--- src/rtl/square_calc.sv ---
// ============================================================================
// square_calc : sequential shift-add squarer, one operand bit per clock.
// Optional SQR_EARLY_EXIT_EN ends CALC once the remaining operand bits are zero.
// Rev 1.0
// ============================================================================
`timescale 1ns/1ps
`default_nettype none

`ifndef INPUTWIDTH
`define INPUTWIDTH 16
`endif
`ifndef EXECB
`define EXECB 3'd4
`endif
`ifndef SQRT
`define SQRT 4'd6
`endif
`ifndef SQR
`define SQR 4'd13
`endif

module square_calc #(
    parameter int N = `INPUTWIDTH
) (
    input  logic           Clock,
    input  logic           reset,
    input  logic [N/2-1:0] num_in,
    input  logic [2:0]     state,
    input  logic [3:0]     opcode,
    output logic           done,
    output logic           busy,
    output logic [N-1:0]   sq_out
);

    localparam int c_half  = N / 2;
    localparam int c_cnt_w = $clog2(c_half + 1);

    typedef enum logic [1:0] {
        IDLE = 2'd0,
        CALC = 2'd1,
        DONE = 2'd2
    } fsm_t;

    fsm_t               r_fsm;
    logic [c_half-1:0]  r_opnd;
    logic [N-1:0]       r_mcand;
    logic [N-1:0]       r_acc;
    logic [c_cnt_w-1:0] r_cnt;

    logic               w_en;
    logic [N-1:0]       w_sum;
    logic               w_last;

    assign w_en  = (state == `EXECB) && (opcode == `SQR);
    // r_mcand holds the original operand already shifted by the current bit index
    assign w_sum = r_acc + (r_opnd[0] ? r_mcand : '0);

`ifdef SQR_EARLY_EXIT_EN
    assign w_last = (r_opnd[c_half-1:1] == '0) || (r_cnt == c_cnt_w'(1));
`else
    assign w_last = (r_cnt == c_cnt_w'(1));
`endif

    always_ff @(posedge Clock or posedge reset) begin
        if (reset) begin
            r_fsm   <= IDLE;
            r_opnd  <= '0;
            r_mcand <= '0;
            r_acc   <= '0;
            r_cnt   <= '0;
            done    <= 1'b0;
            busy    <= 1'b0;
            sq_out  <= '0;
        end else begin
            case (r_fsm)
                IDLE: begin
                    done <= 1'b0;
                    if (w_en) begin
                        r_opnd  <= num_in;
                        r_mcand <= {{(N - c_half){1'b0}}, num_in};
                        r_acc   <= '0;
                        r_cnt   <= c_cnt_w'(c_half);
                        busy    <= 1'b1;
                        r_fsm   <= CALC;
                    end
                end
                CALC: begin
                    if (!w_en) begin
                        // abort: result register keeps the last completed value
                        busy  <= 1'b0;
                        r_fsm <= IDLE;
                    end else begin
                        r_acc   <= w_sum;
                        r_opnd  <= r_opnd >> 1;
                        r_mcand <= r_mcand << 1;
                        r_cnt   <= r_cnt - c_cnt_w'(1);
                        if (w_last) begin
                            sq_out <= w_sum;
                            done   <= 1'b1;
                            busy   <= 1'b0;
                            r_fsm  <= DONE;
                        end
                    end
                end
                DONE: begin
                    done  <= 1'b0;
                    r_fsm <= IDLE;
                end
                default: begin
                    done  <= 1'b0;
                    busy  <= 1'b0;
                    r_fsm <= IDLE;
                end
            endcase
        end
    end

endmodule

`default_nettype wire

--- config.mk ---
export PLATFORM = sky130hd
export DESIGN_NAME = square_calc
export DESIGN_NICKNAME = d
export VERILOG_FILES = /design/src/rtl/square_calc.sv
export SDC_FILE = /design/constraint.sdc
export NUM_CORES = 1
export LEC_CHECK = 0
export BUFFER_PORTS_ARGS = -buffer_cell sky130_fd_sc_hd__buf_2
export CORE_MARGIN = 2
export CORE_UTILIZATION = 53
export DETAILED_ROUTE_END_ITERATION = 7
export GPL_ROUTABILITY_DRIVEN = 0
export PLACE_DENSITY = 0.78
export SKIP_CTS_REPAIR_TIMING = 1
export SLEW_MARGIN = 20
export SYNTH_ARGS = -nofsm -noshare
export SYNTH_HDL_FRONTEND = slang
export SYNTH_SLANG_ARGS = --single-unit
--- constraint.sdc ---
create_clock -name Clock -period 2.55 [get_ports Clock]
set_input_delay 0.255 -clock Clock [delete_from_list [all_inputs] [get_ports Clock]]
set_output_delay 0.255 -clock Clock [all_outputs]
set_load 0.05 [all_outputs]
==> impl_metrics.toml, run 1 <==
[yosys]
synth.distinct_cells = 47
syn_area_per_cell_um2 = 9.54
synth_area_um2 = 3390
yosys-top-cells-area = "dfrtp_1 47%, nand2_1 7.6%, ha_1 6.3%"
synth_top_cell_by_area = "dfrtp_1"
async_flop_share_pct = 100
syn_inst = 355
yosysSeqAreaShare_pct = 47.3
yosys_warnings = 0
synth_top_area_share_pct = 47.3
synth_seq_cells = 64
synth_enable_flop_cells = 0
synth_nets = 390
synth_flop_cell = "dfrtp_1"

[global_route]
grt_max_degree = 39
globalRouteTotalUtil_pct = 22.0
grt_pass1_wl_um = 12400
grt_pass1_vias = 2802
overflow = 0
antenna_found_initial = 0

[power_and_ir_drop]
switching_power_uw = 529
ir_drop_v = 0.000359
sw_frac_of_total_pct = 23.1
p_seq_share_pct = 47.9
powerDensity_nw_per_um2 = 551
clock_power_share_pct = 44.6
leakagePower_nw = 2.03
cell_internal_pwr_mw = 1.76
p_comb_share_pct = 7.4
power_mw = 2.29

[detailed_routing]
drt_iter0_markers = 161
firstDrtPassIters = 4
viasPerCell = 5.52
vias = 2703
route.detailed.drc = 0
wire_per_inst_um = 15.1
ant_nets = 0
drt-total-wl_um = 7420

[sta]
fin_crit_ps = 2600
finalHoldViolCount = 26
max-slew-margin-rel_pct = 60.3
worst_slack_ps = -52.2
rsz0062_at_grt = "true"
finalSetupViolCount = 2
period_share_pct = 102
skew_ps = 8.98
clock.fmax_mhz = 384
worst_slew_pin_slew_ps = 595
fin_hold_ws_ps = -35.5
finalMaxSlewViolations = 0

[critical_path]
reg2reg_to = "sq_out[12]"
path_max_fanout = 4
worstSetupPathType = "flip-flop to flip-flop"
cp.required_ps = 2780
cp-end-kind = "flip-flop"
reg2reg_from = "r_opnd[0]"
worstSetupStartpointType = "flip-flop"
rr_worst_depth = 9
rrSetupSlack_ps = -50
cp.arrival_ps = 2830

[layout]
num-fill-cells = 488
layout_common_cells = "68 x nand2_1, 64 x dfrtp_1, 34 x buf_2"
num-nets-final = 443
diodes = 0
drive_gt1_share_pct = 26.2
areaGrowthSynthToFinish_pct = 22.8
final_common_cell = "nand2_1"

[cts]
tritoncts = "built"
cts-buffers-inserted = 9
clkLatencyLatePin_ps = 350
cts.htree.levels = 3
ctsLongestPathBuffers = 2
clock_sinks = 64
root_buffer = "clkbuf_8"
path_clk_slew_ps = 70

[floorplanning]
die_h_um = 83.9
start_util_pct = 54.0
rows = 29
core_region_area_um2 = 6280
dieArea_um2 = 7050
dieWidth_um = 83.9
io_pins = 35

[placement]
io_buffers = 34
pre_cts_ws_ps = -31.7
place_hpwl_um = 5120

[flow_run]
cap_violations = 0

[run_status]
violations = "negative hold slack, negative setup slack"
status = "finished, violations left"

[worst_hold_path]
min_path_type = "primary input to async pin"
[synth_stat cells, types with 6 or more instances]
library cell,count
a21oi_1,23
clkbuf_1,11
and2_1,15
nand3_1,17
mux2_2,8
xor2_1,6
nor2b_1,8
xnor2_1,8
dfrtp_1,64
nor2_1,11
nand2_1,69
o21ai_0,36
ha_1,17
[power by group through the flow]
stage                     Combinational, mW  Sequential, mW  Clock, mW
after floorplan                       0.101            1.12          0
after global placement                0.156            1.11          0
after detailed placement              0.163            1.12          0
after CTS                             0.163            1.10       1.03
after global routing                  0.199            1.10       1.07
final                                 0.171            1.10       1.02
[state kept, by name (all words and copies together), names as in the netlist]
| register | count |
|---|---|
| busy | 1 |
| done | 1 |
| r_acc | 16 |
| r_cnt | 4 |
| r_fsm | 2 |
| r_mcand | 16 |
| r_opnd | 8 |
| sq_out | 16 |
[through the flow]
stage	utilization (%)	cell area, µm²	TNS, ps	instances
4_1_cts	63.7	4000	-177	486
6_report	66.3	4160	-73.9	490
2_1_floorplan	-	3390	-82.1	355
3_3_place_gp	59.8	3760	0	470
3_5_place_dp	59.8	3760	-31.7	470
5_1_grt	66.3	4160	-343	490
[metal layers]
metal  track usage (%)  wire (µm)  vias up
met5                 0          0        -
met4              10.1         89        0
met3              4.35        320        9
met2              34.7       3630       56
met1              29.3       3380     1296
li1                  -          -     1342
[layout make-up]
class	count	area [µm²]	area share, %
multi-input combinational	270	1840	44.3
sequential	64	1600	38.5
timing repair buffer	57	355	8.54
clock buffer	12	165	3.97
tap	77	96.3	2.32
clock inverter	4	75.1	1.80
inverter	6	22.5	0.541
[worst max-delay path, stage by stage (launching register included)]
cell and delay, ps:
dfrtp_1 410, and2_4 160, ha_4 160, fa_2 370
a21o_1 210, a221o_1 350, a211o_1 320, a21oi_2 150
xnor2_1 110, mux2_4 260
[logic make-up (layout without fill, tap and decap cells)]
group | after synthesis | in the layout | synth area share (%)
DFF | 64 | 64 | 47.3
AOI/OAI and AO/OA | 88 | 88 | 16.3
muxes | 12 | 12 | 3.99
and+or+nand+nor | 137 | 137 | 18.9
xor gates and xnor gates | 15 | 15 | 4.32
adders and majority gates | 18 | 18 | 6.87
buffers and inverters | 21 | 79 | 2.36
[how the worst max path moves through the flow]
stage / from / endpoint / slack [ps] / depth (start not counted)
global route: r_opnd[0] / sq_out[12] / -110 / 9
detailed placement: r_opnd[0] / sq_out[12] / -30 / 9
finish: r_opnd[0] / sq_out[12] / -50 / 9
floorplan: r_opnd[0] / sq_out[12] / -60 / 10
global placement: r_opnd[0] / sq_out[12] / 20 / 9
CTS: r_opnd[0] / r_acc[14] / -50 / 9
Power figures use the tool's default switching activity.
==> run 2, diff against run 1 <==
--- a/config.mk
+++ b/config.mk
@@ -6,13 +6,14 @@
 export NUM_CORES = 1
 export LEC_CHECK = 0
 export BUFFER_PORTS_ARGS = -buffer_cell sky130_fd_sc_hd__buf_2
+export CORE_ASPECT_RATIO = 0.75
 export CORE_MARGIN = 2
 export CORE_UTILIZATION = 53
 export DETAILED_ROUTE_END_ITERATION = 7
 export GPL_ROUTABILITY_DRIVEN = 0
 export PLACE_DENSITY = 0.78
+export SETUP_SLACK_MARGIN = 0.15
 export SKIP_CTS_REPAIR_TIMING = 1
-export SLEW_MARGIN = 20
 export SYNTH_ARGS = -nofsm -noshare
 export SYNTH_HDL_FRONTEND = slang
 export SYNTH_SLANG_ARGS = --single-unit
==> run 2 against run 1 <==
- the run still ends with negative hold slack, negative setup slack left
- via count grew 5.3%
- fmax is essentially flat
- cell count up 2.4%
- critical path depth increased by 1
- count of clock-buffer cells in the layout decreased by 2
- flip-flop and latch count did not move
- power is 7.2% lower
- combinational power grew 6%
- largest power group unchanged
- highest routed layer unchanged
==> impl_metrics.toml, run 2 (synthesis results as in run 1) <==
[layout]
num-fill-cells = 490
drive_gt1_share_pct = 30.9
reg_top3 = "r_acc x16, r_mcand x16, sq_out x16"
final_common_cell = "nand2_1"
diodes = 0
final_area_um2 = 4270
post-route-util_pct = 68.2
areaGrowthSynthToFinish_pct = 26.0
final_cell_count_no_fill = 502
num-nets-final = 451
layout_common_cells = "68 x nand2_1, 63 x dfrtp_1, 34 x buf_2"

[floorplanning]
dieArea_um2 = 7050
die_h_um = 73.2
start_util_pct = 54.1
core_region_area_um2 = 6260
rows = 25
dieWidth_um = 96.3
io_pins = 35

[critical_path]
cp.arrival_ps = 2840
worstSetupPathType = "flip-flop to flip-flop"
reg2reg_from = "r_opnd[0]"
cp-end-kind = "flip-flop"
rr_worst_depth = 10
cp_top_family = "compound AO/OA/AOI/OAI gates"
path_max_fanout = 11
slowest_stage = "dfrtp_2"
cpPeakStageDelay_ps = 430
cp_num_buf_inv = 2
worstSetupStartpointType = "flip-flop"
reg2reg_to = "sq_out[15]"
cp.required_ps = 2790
rrSetupSlack_ps = -50
crit_chain = "buf_4 -> buf_6 -> and2_4 -> ha_4 -> nand2_2 -> o21a_1 -> o211ai_1 -> o21ba_4 -> xor3_1 -> mux2_2"

[power_and_ir_drop]
powerDensity_nw_per_um2 = 498
switching_power_uw = 541
leakagePower_nw = 2.08
cell_internal_pwr_mw = 1.58
sw_frac_of_total_pct = 25.5
p_seq_share_pct = 51.6
ir_drop_v = 0.000366
clock_power_share_pct = 39.9
p_comb_share_pct = 8.5

[global_route]
globalRouteTotalUtil_pct = 23.7
overflow = 0
grt_pass1_vias = 2679
antenna_found_initial = 0
grt_pass1_wl_um = 12600
grt_max_degree = 64

[sta]
finalHoldViolCount = 30
fin_hold_ws_ps = -16.5
fin_crit_ps = 2600
worst_slew_pin_slew_ps = 643
finalSetupViolCount = 3
max-slew-margin-rel_pct = 57.1
skew_ps = 4.59
period_share_pct = 102
rsz0062_at_grt = "true"
clock.fmax_mhz = 384
worst_slack_ps = -52.6
finalMaxSlewViolations = 0

[placement]
placed_area_um2 = 3770
dp.cells = 474
place_hpwl_um = 5230
io_buffers = 34

[run_status]
status = "finished, violations left"
violations = "negative hold slack, negative setup slack"

[flow_run]
cap_violations = 0

[detailed_routing]
ant_nets = 0
drt-total-wl_um = 8040
firstDrtPassIters = 5
drt_iter0_markers = 172
viasPerCell = 5.67
wire_per_inst_um = 16.0
vias = 2847
route.detailed.drc = 0

[cts]
root_buffer = "clkbuf_8"
clock_sinks = 64
tritoncts = "built"
clkLatencyLatePin_ps = 350
path_clk_slew_ps = 70
ctsLongestPathBuffers = 2
cts.htree.levels = 3
cts-buffers-inserted = 9

[worst_hold_path]
min_path_type = "primary input to async pin"
## run 2: routing by layer
metal | up-vias | wire length [µm] | global-route usage (%)
met3 | 23 | 455 | 7.23
met4 | 0 | 188 | 7.04
li1 | 1352 | - | -
met1 | 1375 | 3770 | 34.0
met5 | - | 0 | 0
met2 | 97 | 3630 | 34.7
## run 2: per-stage QoR
stage | TNS, ps | power (mW) | hold WS, ps | setup WS (ps)
finish | -99.2 | 2.13 | -16.5 | -52.6
global route | -561 | 2.23 | 54.5 | -117
CTS | -310 | 2.13 | 0.580 | -66.2
detailed placement | -226 | 1.29 | 385 | -61.5
global placement | 0 | 1.28 | 379 | 7.78
floorplan | -82.1 | 1.22 | 400 | -59.9
## run 2: worst reg2reg max path: stages (launching register included)
cell      delay (ps)
dfrtp_2          430
buf_4            150
buf_6            130
and2_4           160
ha_4             290
nand2_2          100
o21a_1           220
o211ai_1         200
o21ba_4          200
xor3_1           330
mux2_2           270
## run 2: worst max path at each step
stage | slack, ps | endpoint | startpoint | cells after the start
6_report | -50 | sq_out[15] | r_opnd[0] | 10
5_1_grt | -120 | sq_out[12] | r_opnd[0] | 9
3_3_place_gp | 8 | sq_out[12] | r_opnd[0] | 9
2_1_floorplan | -60 | sq_out[12] | r_opnd[0] | 10
4_1_cts | -70 | sq_out[14] | r_opnd[0] | 9
3_5_place_dp | -60 | r_acc[14] | r_opnd[0] | 9
## run 2: area by class of cell
type / instances / area, µm² / area share, %
clock inverter: 6 / 60.1 / 1.41
clock buffer: 10 / 128 / 2.99
inverter: 6 / 22.5 / 0.528
sequential: 64 / 1600 / 37.6
tap: 81 / 101 / 2.37
multi-input combinational: 270 / 1930 / 45.3
timing repair buffer: 65 / 419 / 9.82
## run 2: power groups by stage
stage / sequential [mW] / combinational, mW / clock (mW)
after floorplan: 1.12 / 0.102 / 0
after global placement: 1.11 / 0.164 / 0
after detailed placement: 1.11 / 0.171 / 0
after global routing: 1.10 / 0.211 / 0.914
after CTS: 1.10 / 0.172 / 0.864
final: 1.10 / 0.181 / 0.848
